**src/rtl/pipeline_pkg.sv**
```systemverilog
// Shared types and constants for the pipeline stall/flush controller.
package pipeline_pkg;

   // PC source select encoding
   localparam logic [1:0] PC_SEQ    = 2'd0;
   localparam logic [1:0] PC_JUMP   = 2'd1;
   localparam logic [1:0] PC_BRANCH = 2'd2;

   // Architectural zero register never creates a load-use dependency
   localparam logic [4:0] REG_ZERO = 5'd0;

   // Mul/div sequencing states
   typedef enum logic {
      StRun    = 1'b0,
      StMdWait = 1'b1
   } md_state_t;

endpackage

```
**src/rtl/sat_counter.sv**
```systemverilog
// Saturating up-counter; holds at all-ones instead of wrapping.
module sat_counter #(
   parameter int unsigned W = 16
) (
   input  logic         clk,
   input  logic         rst,
   input  logic         inc,
   output logic [W-1:0] count
);

   logic [W-1:0] count_q;

   // Count up on inc until the maximum value is reached
   always_ff @(posedge clk or negedge rst) begin
      if (!rst) begin
         count_q <= '0;
      end else if (inc && (count_q != {W{1'b1}})) begin
         count_q <= count_q + W'(1);
      end
   end

   assign count = count_q;

endmodule

```
**src/rtl/pipeline_stall_controller.sv**
```systemverilog
// Central stall/flush sequencer for the 5-stage pipeline: arbitrates memory wait,
// taken branch, multi-cycle mul/div and load-use hazards into stage controls.
module pipeline_stall_controller
   import pipeline_pkg::*;
#(
   parameter int unsigned MD_CYCLES = 8,
   parameter int unsigned CNT_W     = 16
) (
   input  logic             clk,
   input  logic             rst,
   input  logic             id_ex_mem_read,
   input  logic [4:0]       id_ex_rt,
   input  logic [4:0]       if_id_rs,
   input  logic [4:0]       if_id_rt,
   input  logic             id_jump,
   input  logic             ex_branch_taken,
   input  logic             ex_md_start,
   input  logic             mem_req,
   input  logic             mem_ready,
   output logic             pc_en,
   output logic             if_id_en,
   output logic             if_id_flush,
   output logic             id_ex_flush,
   output logic             ex_mem_en,
   output logic             ex_mem_bubble,
   output logic             mem_wb_en,
   output logic [1:0]       pc_sel,
   output logic             md_done,
   output logic [CNT_W-1:0] stall_cnt,
   output logic [CNT_W-1:0] flush_cnt
);

   localparam int unsigned CTR_W = $clog2(MD_CYCLES);
   // The entry cycle in StRun already counts as one EX cycle of the operation
   localparam logic [CTR_W-1:0] MD_LOAD = CTR_W'(MD_CYCLES - 2);

   md_state_t        state_q, state_d;
   logic [CTR_W-1:0] md_ctr_q, md_ctr_d;

   logic mem_stall;
   logic md_busy;
   logic load_use;

   // Hazard detection
   always_comb begin
      mem_stall = mem_req & ~mem_ready;
      md_busy   = ((state_q == StRun) & ex_md_start) |
                  ((state_q == StMdWait) & (md_ctr_q != '0));
      load_use  = id_ex_mem_read & (id_ex_rt != REG_ZERO) &
                  ((id_ex_rt == if_id_rs) | (id_ex_rt == if_id_rt));
   end

   // Prioritised stage control decode; only the highest-priority hazard acts
   always_comb begin
      pc_en         = 1'b1;
      if_id_en      = 1'b1;
      if_id_flush   = 1'b0;
      id_ex_flush   = 1'b0;
      ex_mem_en     = 1'b1;
      ex_mem_bubble = 1'b0;
      mem_wb_en     = 1'b1;
      pc_sel        = PC_SEQ;
      // Result validity is independent of which hazard wins
      md_done       = (state_q == StMdWait) & (md_ctr_q == '0);

      if (mem_stall) begin
         pc_en     = 1'b0;
         if_id_en  = 1'b0;
         ex_mem_en = 1'b0;
         mem_wb_en = 1'b0;
      end else if (ex_branch_taken) begin
         if_id_flush = 1'b1;
         id_ex_flush = 1'b1;
         pc_sel      = PC_BRANCH;
      end else if (md_busy) begin
         // ID/EX holds because its enable is pc_en
         pc_en         = 1'b0;
         if_id_en      = 1'b0;
         ex_mem_bubble = 1'b1;
      end else if (load_use) begin
         pc_en       = 1'b0;
         if_id_en    = 1'b0;
         id_ex_flush = 1'b1;
      end else if (id_jump) begin
         if_id_flush = 1'b1;
         pc_sel      = PC_JUMP;
      end
   end

   // Mul/div occupancy sequencing; the unit keeps counting through memory stalls
   always_comb begin
      state_d  = state_q;
      md_ctr_d = md_ctr_q;
      case (state_q)
         StRun: begin
            if (ex_md_start && !mem_stall && !ex_branch_taken) begin
               state_d  = StMdWait;
               md_ctr_d = MD_LOAD;
            end
         end
         StMdWait: begin
            if (md_ctr_q != '0) begin
               md_ctr_d = md_ctr_q - CTR_W'(1);
            end else if (!mem_stall) begin
               state_d = StRun;
            end
         end
         default: begin
            state_d  = StRun;
            md_ctr_d = '0;
         end
      endcase
   end

   // State and counter registers
   always_ff @(posedge clk or negedge rst) begin
      if (!rst) begin
         state_q  <= StRun;
         md_ctr_q <= '0;
      end else begin
         state_q  <= state_d;
         md_ctr_q <= md_ctr_d;
      end
   end

   logic stall_inc;
   logic flush_inc;

   // Performance counter increment conditions
   always_comb begin
      stall_inc = ~pc_en;
      flush_inc = if_id_flush;
   end

   sat_counter #(
      .W (CNT_W)
   ) u_stall_cnt (
      .clk   (clk),
      .rst   (rst),
      .inc   (stall_inc),
      .count (stall_cnt)
   );

   sat_counter #(
      .W (CNT_W)
   ) u_flush_cnt (
      .clk   (clk),
      .rst   (rst),
      .inc   (flush_inc),
      .count (flush_cnt)
   );

endmodule

```
**config.mk**
```make
export PLATFORM = sky130hd
export DESIGN_NAME = pipeline_stall_controller
export DESIGN_NICKNAME = d
export VERILOG_FILES = /design/src/rtl/pipeline_pkg.sv /design/src/rtl/sat_counter.sv /design/src/rtl/pipeline_stall_controller.sv
export SDC_FILE = /design/constraint.sdc
export NUM_CORES = 1
export LEC_CHECK = 0
export CORE_MARGIN = 2
export CORE_UTILIZATION = 41
export DETAILED_ROUTE_END_ITERATION = 12
export PLACE_DENSITY = 0.83
export SYNTH_ARGS = -nofsm -noshare
export SYNTH_HDL_FRONTEND = slang
export SYNTH_SLANG_ARGS = --single-unit
```
**constraint.sdc**
```tcl
create_clock -name clk -period 2.1 [get_ports clk]
set_input_delay 0.315 -clock clk [delete_from_list [all_inputs] [get_ports clk]]
set_output_delay 0.315 -clock clk [all_outputs]
set_load 0.1 [all_outputs]
```
==> impl_summary.md <==
CTS
The TritonCTS clock tree is built. The maximum root-to-sink buffer count is 2. In this run the clock root is driven by a sky130_fd_sc_hd__clkbuf_8.

After clock tree synthesis, the flow added hold-fix buffers numbering 0. The clock sink total is 36. Clock-pin slew was measured on the worst setup and hold paths at 80 ps. Buffers inserted during clock tree synthesis total 5.

The level count of the clock H-tree is 2. At the later pin of the worst-skew pair, clock insertion delay measures 290 ps.

Synthesis
The biggest area consumer among synthesized cells is sky130_fd_sc_hd__dfrtp_1. The cell count after synthesis came out at 199. The flop and latch count out of synthesis is 36.

The average footprint of a synthesized cell is 9.73 um^2. During synthesis, Yosys emitted a total of 0 warnings. After synthesis the cells add up to 0.00194 mm^2. Synthesis instantiated 37 different standard cells from the library. Sequential cells were found to cover 46.5% of the synthesized design area. Counting flops with a built-in enable in the synthesized netlist gives 0. The fraction of registers with async set or reset after synthesis is 100%.

Synthesis produced a netlist with a net count of 226. After synthesis, the cell types taking the most area are sky130_fd_sc_hd__dfrtp_1 47%, sky130_fd_sc_hd__xnor2_1 9.0%, sky130_fd_sc_hd__xor2_1 8.6%. The share of Yosys cell area claimed by the top area cell type is 46.5%. For this run, the leading register cell type out of synthesis is sky130_fd_sc_hd__dfrtp_1.

Power and ir drop
The clock network fraction of total power is 13.2%. Power spread over the standard cell area amounts to roughly 1400 mW/mm^2. The static leakage is 0.00160 uW. The internal portion of the total power is 2220 uW. The register share of total power is 24.1%.

The share of total power in combinational logic is 62.7%. The fraction of power spent switching nets is a little over half. IR analysis of the VDD net gives a maximum drop of 1.07 mV.

The net switching power of the design is 2420 uW.

Die
65 I/O pins were placed. The number of cell rows is 24. The die height is 72.7 um. The core area is 0.00444 mm^2. Measured along the x axis, the die boundary spans between 70 and 80 um. The initial utilization of the core area, before any placement, comes to 43.6%.

The floorplan step defined a die boundary enclosing roughly 0.0053 mm^2.

Placement
Summing all placed instances gives a cell area of 0.00294 mm^2. The count of input and output buffers is 64. The wire-length estimate of the detail-placed layout is 3.83 mm. Counting tap cells, the placed design contains a total of 344 instances.

The congestion estimate from routability-driven global placement came to 0.801.

Worst setup path
The startpoint identified for the worst register-to-register timing path is md_ctr_q[1]. The largest fanout of any net on the critical path is 4. STA classifies the critical path endpoint as a flop. The timing startpoint of the critical path is md_ctr_q[1]. The critical path required time is 2310 ps. The worst setup path is launched from a flop. At the worst endpoint, the arrival time is 2480 ps. The worst setup path is of the reg2reg kind.

Final layout
The fraction of layout cells with a size suffix above 1 is 43.9%. Leaving out filler cells and counting taps, the final layout contains approximately 370. The fill cell instance count of the final layout is ~290.

Cells fill 76.0% of the core in the end. For this run, the post-layout net count is ~350. The finished cells cover ~0.0034 mm^2. The number of antenna cells inserted is 0. The area growth from synthesis to layout is 74.5%.

Timing
Setup slack on the critical path of the routed design comes to -175 ps. The number of failing hold endpoints at the final stage is 0. The number of setup violations in the final report is 28. The worst slew margin relative to its limit is 70.1%. Derived from the worst setup path, the maximum achievable clock frequency is 439 MHz. The max-slew violation total from the final report was 0. Setup repair after global routing could not meet its margin everywhere. For the final database, setup skew stands at 8.48 ps. Dividing the final minimum period by the clock period gives 108%. At the pin with the least slew margin, the transition time is approximately 450 ps. The minimum clock period is around 2300 ps. The post-route worst hold slack is roughly 430 ps.

Status
The flow ran to the end, but the final reports show violations. The checks that failed: setup timing.

Flow run
The tool flagged a number of max-cap violations equal to 0.

GRT
Summed over all layers, the global routing overflow is 0. The wire length of the first global-routing pass is 9.40 mm. In the global route stage, overall resource usage came out at 23.1%. The initial antenna violation count came to 0.

The maximum number of pins on one net before global-route repair is 37. The number of global-route vias before repair is 1978.

Worst hold path
The type of the tightest min-delay check is in2async.

Drt
After detailed routing, the number of remaining DRC violations is 0. The via density per instance is 5.26. The routed design has a little under 6 mm of wire. After detailed routing, the average wire length per cell comes to 15.9 um.

The first routing iteration left 59 violations. The first-pass iteration count of the detailed router is 6. The number of nets with antenna violations after routing is 0. The final route contains about 2000 vias.
==> area by class of cell <==
class	instances	area, um^2	area share [%]
Clock inverter	2	35.0	1.04
Clock buffer	6	72.6	2.15
Tap cell	52	65.1	1.93
Inverter	9	41.3	1.22
Multi-Input combinational cell	150	1200	35.6
Sequential cell	36	901	26.7
Timing Repair Buffer	116	1060	31.4
==> layout by cell type, fill, tap and decap left out, types with 2 or more instances in the layout <==
| cell type | count |
|---|---|
| sky130_fd_sc_hd__a21oi_1 | 5 |
| sky130_fd_sc_hd__and3_1 | 3 |
| sky130_fd_sc_hd__buf_12 | 10 |
| sky130_fd_sc_hd__buf_4 | 79 |
| sky130_fd_sc_hd__buf_6 | 5 |
| sky130_fd_sc_hd__clkbuf_8 | 5 |
| sky130_fd_sc_hd__clkdlybuf4s50_1 | 13 |
| sky130_fd_sc_hd__clkinvlp_4 | 2 |
| sky130_fd_sc_hd__dfrtp_1 | 36 |
| sky130_fd_sc_hd__dlygate4sd2_1 | 8 |
| sky130_fd_sc_hd__ha_1 | 3 |
| sky130_fd_sc_hd__inv_1 | 5 |
| sky130_fd_sc_hd__inv_2 | 2 |
| sky130_fd_sc_hd__mux2_4 | 2 |
| sky130_fd_sc_hd__nand2_1 | 17 |
| sky130_fd_sc_hd__nand2_2 | 3 |
| sky130_fd_sc_hd__nand2b_1 | 2 |
| sky130_fd_sc_hd__nand3_1 | 13 |
| sky130_fd_sc_hd__nand4_1 | 4 |
| sky130_fd_sc_hd__nor2_1 | 13 |
| sky130_fd_sc_hd__nor2_4 | 2 |
| sky130_fd_sc_hd__nor2b_4 | 2 |
| sky130_fd_sc_hd__nor3_1 | 3 |
| sky130_fd_sc_hd__nor3_2 | 4 |
| sky130_fd_sc_hd__nor4_4 | 4 |
| sky130_fd_sc_hd__o21ai_0 | 4 |
| sky130_fd_sc_hd__o21ai_1 | 2 |
| sky130_fd_sc_hd__o21ai_2 | 2 |
| sky130_fd_sc_hd__xnor2_1 | 19 |
| sky130_fd_sc_hd__xor2_1 | 18 |
==> synth_stat cells (2+ instances only) <==
cell / count
sky130_fd_sc_hd__inv_1: 9
sky130_fd_sc_hd__nand4_1: 4
sky130_fd_sc_hd__dfrtp_1: 36
sky130_fd_sc_hd__o21ai_0: 7
sky130_fd_sc_hd__buf_4: 2
sky130_fd_sc_hd__mux2_2: 2
sky130_fd_sc_hd__nor2b_1: 2
sky130_fd_sc_hd__xor2_1: 19
sky130_fd_sc_hd__xnor2_1: 20
sky130_fd_sc_hd__nor2_1: 16
sky130_fd_sc_hd__nor3_2: 2
sky130_fd_sc_hd__nor4_1: 5
sky130_fd_sc_hd__ha_1: 4
sky130_fd_sc_hd__a21oi_1: 6
sky130_fd_sc_hd__nand2_1: 21
sky130_fd_sc_hd__nand2b_1: 3
sky130_fd_sc_hd__and3_1: 3
sky130_fd_sc_hd__o21a_1: 2
sky130_fd_sc_hd__nor3_1: 6
sky130_fd_sc_hd__nand3_1: 13
==> flip-flops by register name (all words and copies together) (netlist names) <==
register           count
md_ctr_q               3
state_q                1
u_flush_cnt.count     16
u_stall_cnt.count     16
==> per-stage QoR <==
stage	setup TNS, ps	setup WS, ps	total power (uW)
after floorplan	-24290	-895	2860
after global placement	-8620	-384	3590
after detailed placement	-10630	-427	3660
after CTS	-815	-185	4460
after global routing	-4980	-271	4820
final	-2530	-175	4640
==> per-layer routing <==
metal  share of wire [%]  global-route usage [%]  up-vias
met5                   0                       0        -
met1                  41                    28.7      961
met3                 4.7                    6.63       11
met4                 1.8                    4.53        0
met2                  52                    40.0       59
li1                    -                       -      922
==> worst paths after layout <==
check	endpoint	slack (ps)	cells after the start
max	u_stall_cnt.count[9]	-180	10
min	u_stall_cnt.count[2]	430	2
max reg2reg	u_stall_cnt.count[9]	-180	10
min reg2reg	u_stall_cnt.count[11]	500	1
max in group asynchronous	state_q	1340	2
min in group clk	u_stall_cnt.count[11]	500	1
==> power groups by stage <==
stage	combinational [uW]	clock [uW]	sequential, uW
after global routing	3030	650	1140
after global placement	2500	0	1100
after detailed placement	2550	0	1110
after CTS	2740	614	1100
after floorplan	709	0	2150
final	2910	610	1120
==> logic make-up (layout without fill, tap and decap cells) <==
logic type      after synthesis  count (layout)  share of synthesized area [%]
compound gates               22              22                           7.05
xor+xnor                     39              39                           17.6
fa+ha+maj                     4               4                           2.59
buf+inv                      13             133                           2.97
flops                        36              36                           46.5
mux                           3               3                           1.68
simple gates                 82              82                           21.5
==> what timing repair did <==
item	in CTS	in global routing
pin swaps	21	12
cloned	1	0
buffers inserted	10	8
setup endpoints to repair	27	34
resized for setup	40	15
==> critical path, stage by stage, from the launching register on <==
cell and delay (ps):
sky130_fd_sc_hd__dfrtp_1 370, sky130_fd_sc_hd__inv_2 60, sky130_fd_sc_hd__ha_4 160, sky130_fd_sc_hd__and3b_1 200, sky130_fd_sc_hd__o21a_4 220, sky130_fd_sc_hd__a221oi_4 320
sky130_fd_sc_hd__o21ai_2 130, sky130_fd_sc_hd__buf_6 140, sky130_fd_sc_hd__nor3_4 210, sky130_fd_sc_hd__nand4_1 160, sky130_fd_sc_hd__xnor2_1 220
Power figures use the tool's default switching activity.
